## config.mk

```make
export PLATFORM = sky130hd
export DESIGN_NAME = input_sample_fifo
export DESIGN_NICKNAME = d
export VERILOG_FILES = /design/src/rtl/input_sample_fifo.sv
export SDC_FILE = /design/constraint.sdc
export NUM_CORES = 1
export LEC_CHECK = 0
export BUFFER_PORTS_ARGS = -buffer_cell sky130_fd_sc_hd__clkbuf_2
export CAP_MARGIN = 20
export CORE_MARGIN = 2
export CORE_UTILIZATION = 31
export CTS_BUF_LIST = sky130_fd_sc_hd__clkbuf_4 sky130_fd_sc_hd__clkbuf_8
export DETAILED_ROUTE_END_ITERATION = 10
export GPL_ROUTABILITY_DRIVEN = 0
export PLACE_DENSITY = 0.54
export SETUP_SLACK_MARGIN = 0.15
export SYNTH_ARGS = -nofsm -noshare
export SYNTH_HDL_FRONTEND = slang
export SYNTH_SLANG_ARGS = --single-unit
```

## constraint.sdc

```tcl
create_clock -name clk -period 5.65 [get_ports clk]
set_input_delay 1.13 -clock clk [delete_from_list [all_inputs] [get_ports clk]]
set_output_delay 1.13 -clock clk [all_outputs]
set_load 0.005 [all_outputs]
```

## src/rtl/input_sample_fifo.sv

```systemverilog
// Sample FIFO feeding the jimmy CPU in_port_0; each falling edge of in_strobe advances to the next sample.
// Latency: a push shows on in_port 1 cycle after it is accepted; a pop moves the head 1 cycle after the strobe falls.
// Backpressure: wr_ready = !full. A pop never frees space for a push in the same cycle.
module input_sample_fifo #(
    parameter int              WIDTH       = 8,
    parameter int              DEPTH       = 16,
    parameter logic [WIDTH-1:0] EMPTY_VALUE = 8'h00
) (
    input  logic                     clk,
    input  logic                     reset,
    input  logic [WIDTH-1:0]         wr_data,
    input  logic                     wr_valid,
    output logic                     wr_ready,
    output logic [WIDTH-1:0]         in_port,
    input  logic                     in_strobe,
    output logic [$clog2(DEPTH):0]   count,
    output logic                     empty,
    output logic                     full,
    output logic                     underflow,
    output logic [7:0]               pop_total
);

    localparam int AW = $clog2(DEPTH);
    localparam int CW = AW + 1;

    logic [WIDTH-1:0] mem [DEPTH];
    logic [AW-1:0]    wr_ptr;
    logic [AW-1:0]    rd_ptr;
    logic             strobe_d;
    logic             pop_req;
    logic             push_en;
    logic             pop_en;

    assign empty    = (count == '0);
    assign full     = (count == CW'(DEPTH));
    assign wr_ready = !full;

    // Pop request is the strobe's falling edge, seen one cycle late.
    assign pop_req  = strobe_d && !in_strobe;
    assign push_en  = wr_valid && wr_ready;
    assign pop_en   = pop_req && !empty;

    assign in_port  = empty ? EMPTY_VALUE : mem[rd_ptr];

    always_ff @(posedge clk) begin
        if (reset) begin
            wr_ptr    <= '0;
            rd_ptr    <= '0;
            count     <= '0;
            strobe_d  <= 1'b0;
            underflow <= 1'b0;
            pop_total <= 8'd0;
        end else begin
            strobe_d <= in_strobe;
            if (push_en) begin
                wr_ptr <= wr_ptr + AW'(1);
            end
            if (pop_en) begin
                rd_ptr    <= rd_ptr + AW'(1);
                pop_total <= pop_total + 8'd1;
            end
            if (pop_req && empty) begin
                underflow <= 1'b1;
            end
            case ({push_en, pop_en})
                2'b10:   count <= count + CW'(1);
                2'b01:   count <= count - CW'(1);
                default: count <= count;
            endcase
        end
    end

    // Storage is deliberately not reset; empty masks stale entries.
    always_ff @(posedge clk) begin
        if (push_en && !reset) begin
            mem[wr_ptr] <= wr_data;
        end
    end

endmodule

```

---- Word-level counts from Yosys, hierarchy flattened ----
Memories as Yosys holds them, arrays and structs flattened. A register that Yosys moved wholly into a read port is not among the register bits.
Cells that the tools add are included.
operators by class
  add/sub/neg operators ................... 5
  equal/unequal tests ..................... 3
  reductions and logical operators ........ 11
  muxes and demuxes ....................... 6
operator list
  kind                   count
  $pmux W5 S2            1
  $add A4 B1 Y4 const B  2
  $add A8 B1 Y8 const B  1
  $mux W4                2
  $mux W8                1
  $add A5 B1 Y5 const B  1
  $eq A5 B5 Y1 const B   1
  $logic_and A1 B1 Y1    5
  $logic_not A5 Y1       1
  $sub A5 B1 Y5 const B  1
  $logic_not A1 Y1       4
  $eq A2 B1 Y1 const B   1
  $eq A2 B2 Y1 const B   1
  $mux W1                2
  $reduce_bool A2 Y1     1
word-level totals
  output and inout port bits .............. 25
  memories kept ........................... 1
  input port bits ......................... 12
  register bits after elaboration ......... 23
  logic and storage cells ................. 32
  RAM bits ................................ 128
memories
  name  words  width  rd ports  clocked after Yosys merged registers in  write ports  line  source
  mem   16     8      1         1                                        1            26    logic [WIDTH-1:0] mem [DEPTH];

---- Depth between registers and ports, before layout ----
Gate-level depths: netlist of the first run.
  depth after elaboration ................. 6
  gate-level depth with buffers ........... 10
  mapped depth without buffers ............ 9

---- Least setup slack after synthesis of the first run ----
Ideal clock, no wire load.
  path kind ............................... input-to-reg
  from .................................... input wr_valid
  to ...................................... register count[4]
  library setup time ...................... 71 ps
  path slack .............................. 2550 ps
  data required time ...................... 5579 ps
  cell stages on the path ................. 8
  arrival ................................. 3029 ps
  buffers on the path ..................... 0
  path through ............................ a21boi_1 inv_1 ha_1 fa_1 nand3_1 a21oi_1 or4_1 a21oi_1
between the ends
  longest elaborated chain between the ends .. 3
  elaborated cells between the ends (all ways) .. 5
  those cells by class .................... 2 x eq/ne; 1 x mux; 2 x reduce/logical
ends and longest elaborated chain
  what                                               line  source
  from (decl)                                        12    input logic wr_valid,
  $logic_and A1 B1 Y1 (*)                            40    assign push_en = wr_valid && wr_ready;
  $eq A2 B1 Y1 or $eq A2 B2 Y1 (tied branches)       65    case ({push_en, pop_en})
  $pmux W5 S2 or $reduce_bool A2 Y1 (tied branches)  -
  to (signal assigned)                               66    2'b10: count <= count + CW'(1);
  to (signal assigned)                               67    2'b01: count <= count - CW'(1);
  to (signal assigned)                               68    default: count <= count;
  to (decl)                                          16    output logic [$clog2(DEPTH):0] count,
Mark *: on every way between the ends. The rest lies on a longest branch, timed or not.
A chain may end at the register's enable or synchronous reset.

==> results of run 1 <==
[cell families (layout without fill, tap and decap cells)]
logic type | after synthesis | in the layout | synth area share [%]
AOI/OAI and AO/OA | 35 | 35 | 4.37
xor gates and xnor gates | 13 | 13 | 1.80
adders and majority gates | 11 | 11 | 2.30
buffers and inverters | 27 | 77 | 2.24
DFF | 155 | 155 | 69.3
muxes | 45 | 45 | 14.0
and+or+nand+nor | 77 | 77 | 6.00
[worst max-delay path, delay by kind of cell (launching register included)]
kind	cells	cell delay (ns)
flops	1	1.00
mux	1	0.59
compound gates	2	0.48
buf+inv	1	0.16
simple gates	1	0.14
[Yosys cell counts, types with 5 or more instances]
| master | number | share of area [%] |
|---|---|---|
| edfxtp_1 | 128 | 61 |
| nor2_1 | 38 | 2.3 |
| dfxtp_1 | 27 | 8.5 |
| mux4_2 | 24 | 8.5 |
| a211oi_1 | 16 | 1.9 |
| mux2i_1 | 12 | 1.9 |
| nor2b_1 | 12 | 1.2 |
| xor2_1 | 11 | 1.5 |
| ha_1 | 10 | 2.0 |
| nand2_1 | 9 | 0.53 |
| mux4_1 | 8 | 3.3 |
| clkbuf_1 | 7 | 0.42 |
| inv_1 | 7 | 0.42 |
| a21oi_1 | 6 | 0.47 |
| buf_2 | 5 | 0.40 |
| o211ai_1 | 5 | 0.59 |
[routing by layer]
metal	up-vias	track usage, %
met3	16	3.98
met4	0	3.59
met5	-	0
met1	1624	16.5
li1	1492	-
met2	75	19.2
[registers in the layout, indices dropped and copies added, names as in the netlist, named ones only]
| name | count |
|---|---|
| mem | 128 |
| pop_total | 8 |
| count | 5 |
| rd_ptr | 4 |
| wr_ptr | 4 |
| strobe_d | 1 |
| underflow | 1 |
[layout make-up]
| type | instances | area [um^2] | share of cell area [%] |
|---|---|---|---|
| sequential | 155 | 4390 | 61.8 |
| multi-input combinational | 181 | 1800 | 25.3 |
| tap | 270 | 338 | 4.76 |
| clock buffer | 17 | 234 | 3.30 |
| timing repair buffer | 38 | 195 | 2.75 |
| clock inverter | 15 | 116 | 1.64 |
| inverter | 7 | 26.3 | 0.371 |
[where the power goes]
group | total (W) | switching, W | internal [W]
logic | 0.000138 | 0.0000873 | 0.0000507
registers | 0.00126 | 0.0000127 | 0.00125
clock network | 0.000744 | 0.000433 | 0.000311
[metrics by stage]
stage	hold slack [ns]	area [um^2]
finish	0.513	7090
global route	0.568	7090
CTS	0.509	7090
detailed placement	0.486	6740
global placement	0.485	6740
floorplan	0.460	6320
[worst paths after layout]
kind,slack (ns),startpoint,endpoint,depth (start not counted)
worst max-delay path,1.70,register,in_port[1],5
worst min-delay path,0.51,underflow,underflow,2
worst max register to register,2.40,count[0],count[4],9
worst min register to register,0.51,underflow,underflow,2
==> out/qor.yml, run 1 <==
timing:
  finalCriticalPeriod_ns: 3.95
  setup_viol: 0
  rsz0062_at_grt: "false"
  final_max_slew_viol_count: 0
  postLayoutSetupSlackWorst_ns: 1.70
  slew_headroom_pct: 26.1
  fmax_mhz: 253
  fin_skew_ns: 0.0145
  hold_viol: 0
  setup-tns-final_ns: 0
  finalCritPeriodShare_pct: 69.9
  worst_pin_slew_ns: 1.10
logic_synthesis:
  synth_seq_area_share_pct: 69.3
  synth_cell_type_count: 41
  synthArstFlopShare_pct: 0
  synth_ff_type: "edfxtp_1"
  synth_seq_cells: 155
  synth_area_um2: 6320
  synth-edff-count: 128
  synth.net_count: 386
  avgSynthCellArea_um2: 17.4
  ys.warnings.count: 0
  synthCells: 363
route:
  wl_met1_mm: 5.82
  dr.max_layer_used: "met4"
  drtIter0Drc: 250
  via_count: 3207
  postRouteAntennaNets: 0
  viasPerCell: 4.70
  wl_mm: 12.5
  drc: 0
  dr.pass1.iters: 7
  wl_met3_um: 580
  routedWlPerCell_um: 18.3
  wl_met2_mm: 5.96
clocking:
  cts_tree: "done"
  clockBufferDepth: 2
  cts_hold_buf: 0
  path_clk_slew_ns: 0.09
  cts-htree-levels: 4
  clockRootBuffer: "clkbuf_8"
  insertion_delay_ns: 0.45
  post_cts_resize_count: 0
  post_cts_buffers: 0
  cts_buffers: 17
  cts.sinks: 155
floorplanning:
  die-area_um2: 21600
  die_w_um: 147
  row_count: 52
  start_util_pct: 31.4
  core_um2: 20100
  io_pins: 37
  die_y_um: 147
global_routing:
  grt.total_usage_pct: 12.3
  grt_max_degree: 33
  grt_pass1_vias: 3320
  grt_antenna_before_repair: 0
  grt-ovfl-total: 0
  grt_pass1_wl_mm: 19.6
final_layout:
  n_antenna_cell: 0
  final-instance-count-excl-fill: 683
  syn_to_final_growth_pct: 12.2
  postLayoutCoreUtil_pct: 35.3
  final_cell_mix: "edfxtp_1, nor2_1, clkbuf_2"
  drive_gt1_share_pct: 23.7
  fill_cells: 1887
  final_nets: 423
  final_common_cell: "edfxtp_1"
run:
  cap_violations: 0
setup_path:
  arrival_ns: 2.82
  cpMostUsedCell: "a211oi_1"
  cp_cell_sequence: "mux4_2 > nor2b_1 > a211oi_1 > a211oi_1 > clkbuf_2"
  start_kind: "register"
  path_class: "reg -> out"
  slowest_delay_ns: 1.00
  cp-end-kind: "output port"
  crit_required_ns: 4.52
  crit_fanout: 32
  cp_slowest_cell: "dfxtp_2"
outcome:
  outcome: "completed"
placement:
  place_ws_ns: 2.03
  place_hpwl_mm: 8.02
  portBuffers: 36
  placed_cells: 651
pwr:
  cellPowerDensity_nw_per_um2: 302
  finalPower_w: 0.00214
  ir_drop_mv: 0.151
  p_leak_nw: 2.32
min_path:
  worstHoldPathType: "reg -> reg"
(Power assumes the default switching activity.)
==> inputs of run 2 (changes only) <==
Settings changed: PLACE_DENSITY 0.54 to 0.56.
Clock period 5.65 ns to 3.57 ns, I/O delays scaled along.
==> out/qor.yml, run 2 (synthesis gave the netlist of run 1 again) <==
route:
  dr.pass1.iters: 5  # -2
  drtIter0Drc: 224  # -10%
  viasPerCell: 4.70  # +0.15%
  via_count: 3301  # +2.9%
  postRouteAntennaNets: 0  # unchanged
  drc: 0  # unchanged
  routedWlPerCell_um: 17.9  # -2.6%
  wl_mm: 12.5  # +0.14%
pwr:
  ir_drop_mv: 0.235  # +56%
  p_leak_nw: 2.47  # +6.5%
  cellPowerDensity_nw_per_um2: 500  # +65%
global_routing:
  grt_pass1_vias: 3511  # +5.8%
  grt_max_degree: 27  # -18%
  grt.total_usage_pct: 12.3  # about the same
  grt_antenna_before_repair: 0  # unchanged
  grt_pass1_wl_mm: 19.9  # +1.5%
  grt-ovfl-total: 0  # unchanged
setup_path:
  cp-end-kind: "output port"
  regToRegEndpoint: "count[4]"
  worstReg2RegStart: "count[0]"
  arrival_ns: 2.48  # -0.34 ns
  start_kind: "register"
  crit_required_ns: 2.86  # -1.66 ns
  cp_slowest_cell: "dfxtp_1"
  path_class: "reg -> out"
  crit_fanout: 13  # -59%
  r2r_cells: 9  # unchanged
  cp_cell_sequence: "buf_4 > mux4_2 > mux2i_1 > a211oi_1 > clkbuf_2"
  slowest_delay_ns: 0.81  # -0.19 ns
  ff2ff_setup_slack_ns: 0.69  # -1.71 ns
final_layout:
  largest_reg_flops: 128  # unchanged
  syn_to_final_growth_pct: 15.8
  reg.largest.list: "mem (128), pop_total (8), count (5)"
  final_cell_mix: "edfxtp_1, nor2_1, clkbuf_2"
  fill_cells: 1895  # +0.42%
  n_antenna_cell: 0  # unchanged
  largest-register: "mem"
  final_nets: 442  # +4.5%
  drive_gt1_share_pct: 27.1  # +3.4 points
  final-instance-count-excl-fill: 702  # +2.8%
  final_common_cell: "edfxtp_1"
clocking:
  cts_tree: "done"
  post_cts_buffers: 0  # unchanged
  cts_hold_buf: 0  # unchanged
  post_cts_resize_count: 0  # unchanged
  insertion_delay_ns: 0.43  # -0.02 ns
  cts.sinks: 155  # unchanged
  cts-htree-levels: 4  # unchanged
  cts_buffers: 17  # unchanged
  path_clk_slew_ns: 0.08  # about the same
  clockBufferDepth: 2  # unchanged
  clockRootBuffer: "clkbuf_8"
timing:
  setup_viol: 0  # unchanged
  rsz0062_at_grt: "false"
  slew_headroom_pct: 29.7  # +3.6 points
  worst_pin_slew_ns: 1.05  # -0.0533 ns
  hold_viol: 0  # unchanged
  finalCritPeriodShare_pct: 89.4
  fin_skew_ns: 0.0124  # -0.00210 ns
  finalCriticalPeriod_ns: 3.19
  final_max_slew_viol_count: 0  # unchanged
  setup-tns-final_ns: 0  # unchanged
  fmax_mhz: 313
min_path:
  worstHoldPathType: "reg -> reg"
  hold_start: "underflow"
  holdPathStages: 2  # unchanged
  holdPathEnd: "underflow"
floorplanning:
  row_count: 52  # unchanged
  die_w_um: 147  # unchanged
  core_um2: 20100  # unchanged
  start_util_pct: 31.4  # unchanged
  die_y_um: 147  # unchanged
  die-area_um2: 21600  # unchanged
  io_pins: 37  # unchanged
outcome:
  outcome: "completed"
run:
  cap_violations: 0  # unchanged
placement:
  placed_cells: 670  # +2.9%
  portBuffers: 36  # unchanged
  place_hpwl_mm: 8.29  # +3.4%
run 2: layer usage:
metal | wire length, um | up-vias | part of all wire (%) | GRT usage, %
met3 | 778 | 8 | 6.2 | 4.25
met5 | 0 | - | 0 | 0
met2 | 6080 | 82 | 48 | 19.8
li1 | - | 1532 | - | -
met4 | 116 | 0 | 0.92 | 3.16
met1 | 5570 | 1679 | 44 | 16.0
run 2: worst max-delay path: cells and delay by family (launching register included):
family	cells	cell delay (ns)
AO/OA/AOI/OAI	1	0.11
multiplexers	2	0.66
buffers and inverters	2	0.45
flip-flops	1	0.81
run 2: layout make-up:
cell class	count	area, um^2	share of cell area [%]
clock buffer	19	249	3.40
clock inverter	13	189	2.58
inverter	7	26.3	0.359
multi-input combinational	181	1800	24.5
sequential	155	4380	59.9
tap	270	338	4.61
timing repair buffer	57	338	4.61
run 2: worst max path at each step:
stage,startpoint,end,slack (ns)
4_1_cts,register,in_port[1],0.28
6_report,register,in_port[2],0.38
2_1_floorplan,count[0],count[4],0.79
3_3_place_gp,count[0],count[4],0.77
5_1_grt,register,in_port[6],0.16
3_5_place_dp,count[0],count[4],0.70
run 2: per-stage QoR:
step | hold WS (ns) | cell area [um^2] | utilization, % | setup slack, ns | power [W]
final | 0.523 | 7320 | 36.4 | 0.379 | 0.00366
after floorplan | 0.460 | 6320 | - | 0.791 | 0.00217
after global routing | 0.531 | 7320 | 36.4 | 0.165 | 0.00380
after CTS | 0.512 | 7320 | 36.4 | 0.282 | 0.00370
after detailed placement | 0.491 | 6880 | 34.2 | 0.700 | 0.00227
after global placement | 0.485 | 6880 | 34.2 | 0.766 | 0.00227
run 2: power breakdown:
group | switching (W) | internal (W)
logic | 0.000139 | 0.0000918
registers | 0.0000217 | 0.00197
clock network | 0.000648 | 0.000785
